$ cat config.mk
export PLATFORM = sky130hd
export DESIGN_NAME = bit_select_xbar
export DESIGN_NICKNAME = d
export VERILOG_FILES = /design/src/rtl/bit_select_pkg.sv /design/src/rtl/bit_select_mux.sv /design/src/rtl/bit_select_xbar.sv
export SDC_FILE = /design/constraint.sdc
export NUM_CORES = 1
export LEC_CHECK = 0
export ABC_AREA = 1
export CAP_MARGIN = 20
export CELL_PAD_IN_SITES_DETAIL_PLACEMENT = 1
export CELL_PAD_IN_SITES_GLOBAL_PLACEMENT = 1
export CORE_UTILIZATION = 33
export DETAILED_ROUTE_END_ITERATION = 10
export PLACE_DENSITY_LB_ADDON = 0.25
export REMOVE_ABC_BUFFERS = 1
export SLEW_MARGIN = 20
export SYNTH_ARGS = -nofsm -noshare
export SYNTH_HDL_FRONTEND = slang
export SYNTH_SLANG_ARGS = --single-unit
$ cat constraint.sdc
create_clock -name clk -period 1.6 [get_ports clk]
set_input_delay 0.32 -clock clk [delete_from_list [all_inputs] [get_ports clk]]
set_output_delay 0.32 -clock clk [all_outputs]
set_load 0.05 [all_outputs]
$ cat src/rtl/bit_select_pkg.sv
// bit_select_pkg: width derivations, selector constants and table init shared by the crossbar files.
package bit_select_pkg;
    function automatic int selw_f(input int width);
        return $clog2(width + 2);
    endfunction
    function automatic int ctxw_f(input int nctx);
        return (nctx > 1) ? $clog2(nctx) : 1;
    endfunction
    function automatic int idxw_f(input int width);
        return (width > 1) ? $clog2(width) : 1;
    endfunction
    function automatic int sel_zero(input int width);
        return width;
    endfunction
    function automatic int sel_one(input int width);
        return width + 1;
    endfunction
    function automatic int ident_sel(input int i);
        return i;
    endfunction
endpackage

$ cat src/rtl/bit_select_mux.sv
// bit_select_mux: maps one data word through a single context row; selectors past WIDTH give constants.
module bit_select_mux
    import bit_select_pkg::*;
#(
    parameter int WIDTH = 4,
    parameter int SELW  = selw_f(WIDTH)
) (
    input  logic [WIDTH-1:0][SELW-1:0] row,
    input  logic [WIDTH-1:0]           data,
    output logic [WIDTH-1:0]           mapped
);
    localparam int IDXW = idxw_f(WIDTH);
    localparam logic [SELW-1:0] S_ZERO = SELW'(sel_zero(WIDTH));
    localparam logic [SELW-1:0] S_ONE  = SELW'(sel_one(WIDTH));
    always_comb begin
        mapped = '0;
        for (int i = 0; i < WIDTH; i++)
            mapped[i] = (row[i] < S_ZERO) ? data[row[i][IDXW-1:0]] : (row[i] == S_ONE);
    end
endmodule

$ cat src/rtl/bit_select_xbar.sv
// bit_select_xbar: multi-context programmable bit crossbar with a registered valid/ready output stage.
module bit_select_xbar
    import bit_select_pkg::*;
#(
    parameter int WIDTH = 4,
    parameter int NCTX  = 2,
    parameter int SELW  = selw_f(WIDTH),
    parameter int CTXW  = ctxw_f(NCTX),
    parameter int IDXW  = idxw_f(WIDTH)
) (
    input  logic             clk,
    input  logic             arst_n,
    input  logic             cfg_we,
    input  logic [CTXW-1:0]  cfg_ctx,
    input  logic [IDXW-1:0]  cfg_idx,
    input  logic [SELW-1:0]  cfg_sel,
    input  logic             in_valid,
    output logic             in_ready,
    input  logic [WIDTH-1:0] in_data,
    input  logic [CTXW-1:0]  in_ctx,
    output logic             out_valid,
    input  logic             out_ready,
    output logic [WIDTH-1:0] out_data,
    output logic [15:0]      beat_count
);
    localparam logic [CTXW:0] NCTX_L  = (CTXW + 1)'(NCTX);
    localparam logic [IDXW:0] WIDTH_L = (IDXW + 1)'(WIDTH);

    logic [NCTX-1:0][WIDTH-1:0][SELW-1:0] map_q, map_d;
    logic [WIDTH-1:0][SELW-1:0] row;
    logic [WIDTH-1:0] mapped, out_data_q, out_data_d;
    logic             out_valid_q, out_valid_d, accept, ctx_ok;
    logic [15:0]      beat_count_q, beat_count_d;

    assign ctx_ok = {1'b0, in_ctx} < NCTX_L;
    assign row    = map_q[in_ctx];

    bit_select_mux #(.WIDTH(WIDTH), .SELW(SELW)) u_mux (
        .row    (row),
        .data   (in_data),
        .mapped (mapped)
    );

    assign in_ready   = !out_valid_q || out_ready;
    assign accept     = in_valid && in_ready;
    assign out_valid  = out_valid_q;
    assign out_data   = out_data_q;
    assign beat_count = beat_count_q;

    always_comb begin
        map_d = map_q;
        if (cfg_we && ({1'b0, cfg_ctx} < NCTX_L) && ({1'b0, cfg_idx} < WIDTH_L))
            map_d[cfg_ctx][cfg_idx] = cfg_sel;
        // Unknown contexts still consume the beat but deliver zeros.
        out_data_d   = accept ? (ctx_ok ? mapped : '0) : out_data_q;
        out_valid_d  = accept ? 1'b1 : (out_ready ? 1'b0 : out_valid_q);
        beat_count_d = beat_count_q + 16'(out_valid_q && out_ready);
    end

    always_ff @(posedge clk or negedge arst_n) begin
        if (!arst_n) begin
            for (int c = 0; c < NCTX; c++)
                for (int i = 0; i < WIDTH; i++)
                    map_q[c][i] <= SELW'(ident_sel(i));
            out_data_q   <= '0;
            out_valid_q  <= 1'b0;
            beat_count_q <= '0;
        end else begin
            map_q        <= map_d;
            out_data_q   <= out_data_d;
            out_valid_q  <= out_valid_d;
            beat_count_q <= beat_count_d;
        end
    end
endmodule

---- After elaboration in Yosys (flattened, before gate mapping) ----
Index checks and enable logic that the tools add are counted.
operators by class
  mux-type cells .......................... 21
  $lt $le $gt $ge ......................... 13
  equal/unequal tests ..................... 4
  reduce and logical (&&, ||, !) cells .... 7
  add/subtract/negate cells ............... 1
operators by type and width
  kind                                                                                 count
  12-bit 2-to-1 mux                                                                    3
  24-bit bitwise mux                                                                   1
  16-bit by 1-bit adder with 16-bit output                                             1
  2-bit by 3-bit < comparator with 1-bit output, second input constant                 5
  12-bit demux with 1-bit select                                                       1
  3-bit == test, second input constant                                                 4
  3-bit < comparator, second input constant                                            4
  1-bit 2-to-1 mux                                                                     10
  1-bit binary-select mux with 2-bit select                                            4
  3-bit demux with 2-bit select                                                        1
  1-bit logical AND                                                                    4
  1-bit by 2-bit < comparator with 1-bit output, second input constant                 2
  3-bit 2-to-1 mux                                                                     1
  2-bit by 1-bit greater-or-equal comparator with 1-bit output, second input constant  1
  2-bit nonzero test                                                                   1
  1-bit greater-or-equal comparator, second input constant                             1
  1-bit zero test                                                                      1
  1-bit logical OR                                                                     1
storage, ports and cells
  output and inout bits ................... 22
  input bits .............................. 16
  register bits after elaboration ......... 45

---- Logic depth before layout (Yosys ltp) ----
  depth in word-level cells ............... 7
  depth in mapped cells ................... 10

---- Cells and area by module ----
From an unflattened synthesis, not the netlist that was laid out.
second synthesis, totals
  cells, all modules ...................... 273
  area total of the unflattened synthesis .. 2277.2 um2
modules (own cells, without submodules)
  module           times used  area each (um2)  cells an instance
  bit_select_xbar  1           2079.5           227
  bit_select_mux   1           197.7            46

---- Worst setup path before layout ----
OpenSTA, ideal clock, no wires.
  kind .................................... register -> register
  start ................................... reg out_valid_q (netlist: out_valid)
  end ..................................... reg beat_count_q[10] (netlist: beat_count[10])
  library setup time ...................... 0.120 ns
  data required time ...................... 1.480 ns
  setup slack ............................. -0.245 ns
  data arrival time ....................... 1.726 ns
  cell stages (with the launch flop) ...... 11
  path through ............................ dfrtp_1 -> nand2_1 -> inv_1 -> ha_1 -> ha_1 -> nand2_1 -> nor3_2 -> and2_4 -> nand2_1 -> nand2_1 -> nand2_1
on the way
  cells in the longest elaborated chain, start to end .. 2
ends and longest elaborated chain
  element                                   RTL line               text
  start, declared                           bit_select_xbar.sv:32  logic out_valid_q, out_valid_d, accept, ctx_ok;
  start signal, assigned                    bit_select_xbar.sv:71  out_valid_q <= out_valid_d;
  1-bit logical AND                         bit_select_xbar.sv:57  beat_count_d = beat_count_q + 16'(out_valid_q && out_ready);
  16-bit by 1-bit adder with 16-bit output  bit_select_xbar.sv:57
  via beat_count_d[10]                      bit_select_xbar.sv:33  logic [15:0] beat_count_q, beat_count_d;
  end signal, assigned                      bit_select_xbar.sv:72  beat_count_q <= beat_count_d;
  end, declared                             bit_select_xbar.sv:33
The timed path passes the listed nets, and every way through them passes these cells.
A chain may end at the register's enable or synchronous reset.

---- Worst setup path in the final report ----
Same ends and word-level chain as after synthesis.

==> impl_metrics.env <==
export IMPL_status="completed"
export IMPL_peakVddDrop_v=0.000462
export IMPL_placed_cells=418
export IMPL_detail_route_antenna_nets=0
export IMPL_power_mw=4.01
export IMPL_clk_latency_ns=0.30
export IMPL_hold_viol=0
export IMPL_dieArea_um2=7260
export IMPL_cp_max_fo=3
export IMPL_cp_end_kind="flop"
export IMPL_layout_nets=367
export IMPL_drive_gt1_share_pct=20.0
export IMPL_slowest_stage="dfrtp_1"
export IMPL_synth_seq_cells=45
export IMPL_finalCritPeriodShare_pct=96.2
export IMPL_initial_core_util_pct=35.0
export IMPL_io_pins=38
export IMPL_synthesis_area_um2=2280
export IMPL_ys_warn_count=0
export IMPL_worst_pin_slew_ns=0.332
export IMPL_routed_via_density=4.90
export IMPL_slew_headroom_pct=77.8
export IMPL_drt_iter0_markers=101
export IMPL_path_clk_slew_ns=0.09
export IMPL_cp_common_cell="nand2_1"
export IMPL_rsz0062_at_grt="yes"
export IMPL_tns_ns=0
export IMPL_clk_path_buf_depth=2
export IMPL_fp_dieH_um=85.2
export IMPL_cts_tree="done"
export IMPL_grt_max_degree=46
export IMPL_via_count=2091
export IMPL_rows=29
export IMPL_wl_um=6240
export IMPL_crit_chain="nand2_1 -> inv_2 -> ha_4 -> ha_4 -> nand2_4 -> nor3_4 -> and2_4 -> nand2_2 -> nand2_1 -> nand2_1"
export IMPL_grt_pass1_vias=2175
export IMPL_nFillCells=778
export IMPL_grt_first_pass_wirelength_um=10600
export IMPL_start_kind="flop"
export IMPL_arrival_ns=1.74
export IMPL_core_um2=6530
export IMPL_avgSynthCellArea_um2=7.80
export IMPL_cap_violations=0
export IMPL_clock_skew_ns=0.00538
export IMPL_power_density_nw_per_um2=1270
export IMPL_io_buffers=37
export IMPL_wl_per_cell_um=14.6
export IMPL_drc=0
export IMPL_fmax_mhz=650
export IMPL_instances_no_fill=427
export IMPL_htree_levels=2
export IMPL_final_core_util_pct=48.2
export IMPL_slew_viol_final=0
export IMPL_netlist_instances=293
export IMPL_synth_seq_area_share_pct=49.7
export IMPL_grt_overflow_total=0
export IMPL_n_antenna_cell=0
export IMPL_hold_path_class="primary input to flop"
export IMPL_area_growth_pct=37.8
export IMPL_cpPeakStageDelay_ns=0.37
export IMPL_critPathKind="flop to flop"
export IMPL_drtPass1Iterations=4
export IMPL_cts_buffers_inserted=5
export IMPL_die_width_um=85.2
export IMPL_track_usage_pct=19.1
export IMPL_cp_required_ns=1.80
export IMPL_antenna_found_initial=0
export IMPL_cts_setup_buffers=0
export IMPL_synthDistinctLibCells=23
export IMPL_dp_hpwl_um=4680
export IMPL_gp_congestion=0.769
export IMPL_p_leak_nw=1.56
export IMPL_cts_root_buffer="clkbuf_8"
export IMPL_setup_viol=0
export IMPL_clkSinkCount=45
export IMPL_min_period_ns=1.54
==> logic make-up after synthesis <==
family,after synthesis,synth area share [%]
buffers and inverters,41,7.39
adders and majority gates,2,1.10
xor gates and xnor gates,9,3.45
DFF,45,49.7
and+or+nand+nor,160,29.8
AOI/OAI and AO/OA,36,8.54
==> flip-flops by register name (all words and copies together), names as in the netlist <==
name and count:
beat_count 16, map_q 24, out_data 4, out_valid 1
==> layer usage <==
layer | wire length, um | track usage (%) | up-vias | part of all wire (%)
met5 | 0 | 0 | - | 0
met4 | 59 | 5.08 | 0 | 0.94
met3 | 201 | 4.47 | 5 | 3.2
met2 | 3050 | 31.7 | 26 | 49
met1 | 2930 | 25.1 | 1026 | 47
li1 | - | - | 1034 | -
==> timing repair <==
item                                    CTS  global route
hold buffers                              1             0
endpoints found under the setup margin    8             8
endpoints found under the hold margin    32             0
resized for setup                         9             2
pin swaps                                 3             2
==> worst max-delay path: cells and delay by family, from the launching register on <==
kind,cells,cell delay [ns]
flops,1,0.37
fa+ha+maj,2,0.29
simple gates,7,0.71
buf+inv,1,0.06
==> cell usage after synthesis <==
cell type  number  area share, %
xnor2_1         2           0.77
nand4_1         1           0.27
nand3_1        26            5.7
nand2_2         1           0.27
inv_2           2           0.33
a21oi_1         5            1.1
nand2_1       105             17
dfstp_2         8            9.2
o21ai_0        27            5.9
and2_4          1           0.38
nor2_1         15            2.5
xor2_1          7            2.7
dfrtp_1        37             41
nor3_1          5            1.1
nand3b_1        1           0.33
o21ai_2         4            1.5
nand3_2         2           0.88
nor3_2          2           0.88
buf_4           2           0.66
buf_6           1           0.49
inv_1          36            5.9
nor2_2          1           0.27
ha_1            2            1.1
==> metrics by stage <==
step	hold WS (ns)	cell area [um^2]	setup slack [ns]
after global routing	0.501	3150	-0.0765
after floorplan	0.0244	2260	-0.245
final	0.483	3150	0.0613
after detailed placement	0.324	2980	-0.569
after global placement	0.321	2980	-0.405
after CTS	0.483	3150	0.0175
==> final cells by class <==
cell class              instances  area, um^2  share of cell area [%]
inverters                      38         143                    4.53
repair buffers                 52         637                    20.2
multi-input cells             207        1020                    32.4
clock buffers                   7        86.3                    2.74
well taps                      77        96.3                    3.06
flip-flops and latches         45        1140                    36.1
clock inverters                 1        30.0                   0.954
==> report_power, final <==
part | switching, mW | internal (mW)
Sequential | 0.228 | 1.39
Clock | 0.404 | 0.510
Combinational | 0.847 | 0.629
==> final timing paths <==
| path | start | end | slack (ns) | depth (start not counted) |
|---|---|---|---|---|
| min in group asynchronous | arst_n | map_q[14] | 0.52 | 3 |
| min reg2reg | map_q[20] | map_q[20] | 0.49 | 2 |
| max reg2reg | out_valid | beat_count[10] | 0.06 | 10 |
| max in group asynchronous | arst_n | map_q[3] | 0.80 | 3 |
| max | out_valid | beat_count[10] | 0.06 | 10 |
| min | out_ready | beat_count[0] | 0.48 | 4 |
==> cell usage in the layout, fill, tap and decap left out <==
master             n
nor3_1             5
clkbuf_1           1
nand3b_1           1
nor2_2             1
inv_1             35
buf_12            17
dfrtp_1           37
o21ai_0           26
nand3_2            2
xnor2_1            2
nor3_4             1
buf_2              1
a21oi_1            5
ha_4               2
buf_4             19
inv_2              3
o21ai_2            4
xor2_1             7
clkbuf_8           6
nand2_1          103
nor3_2             1
dfstp_2            8
dlygate4sd2_1      1
o21ai_1            1
nand2_2            2
clkdlybuf4s50_1   13
nand4_1            1
nor2_1            15
dlygate4sd3_1      1
and2_4             1
nand3_1           26
nand2_4            1
bufinv_16          1
No activity file was read; power rests on OpenSTA's default activity.
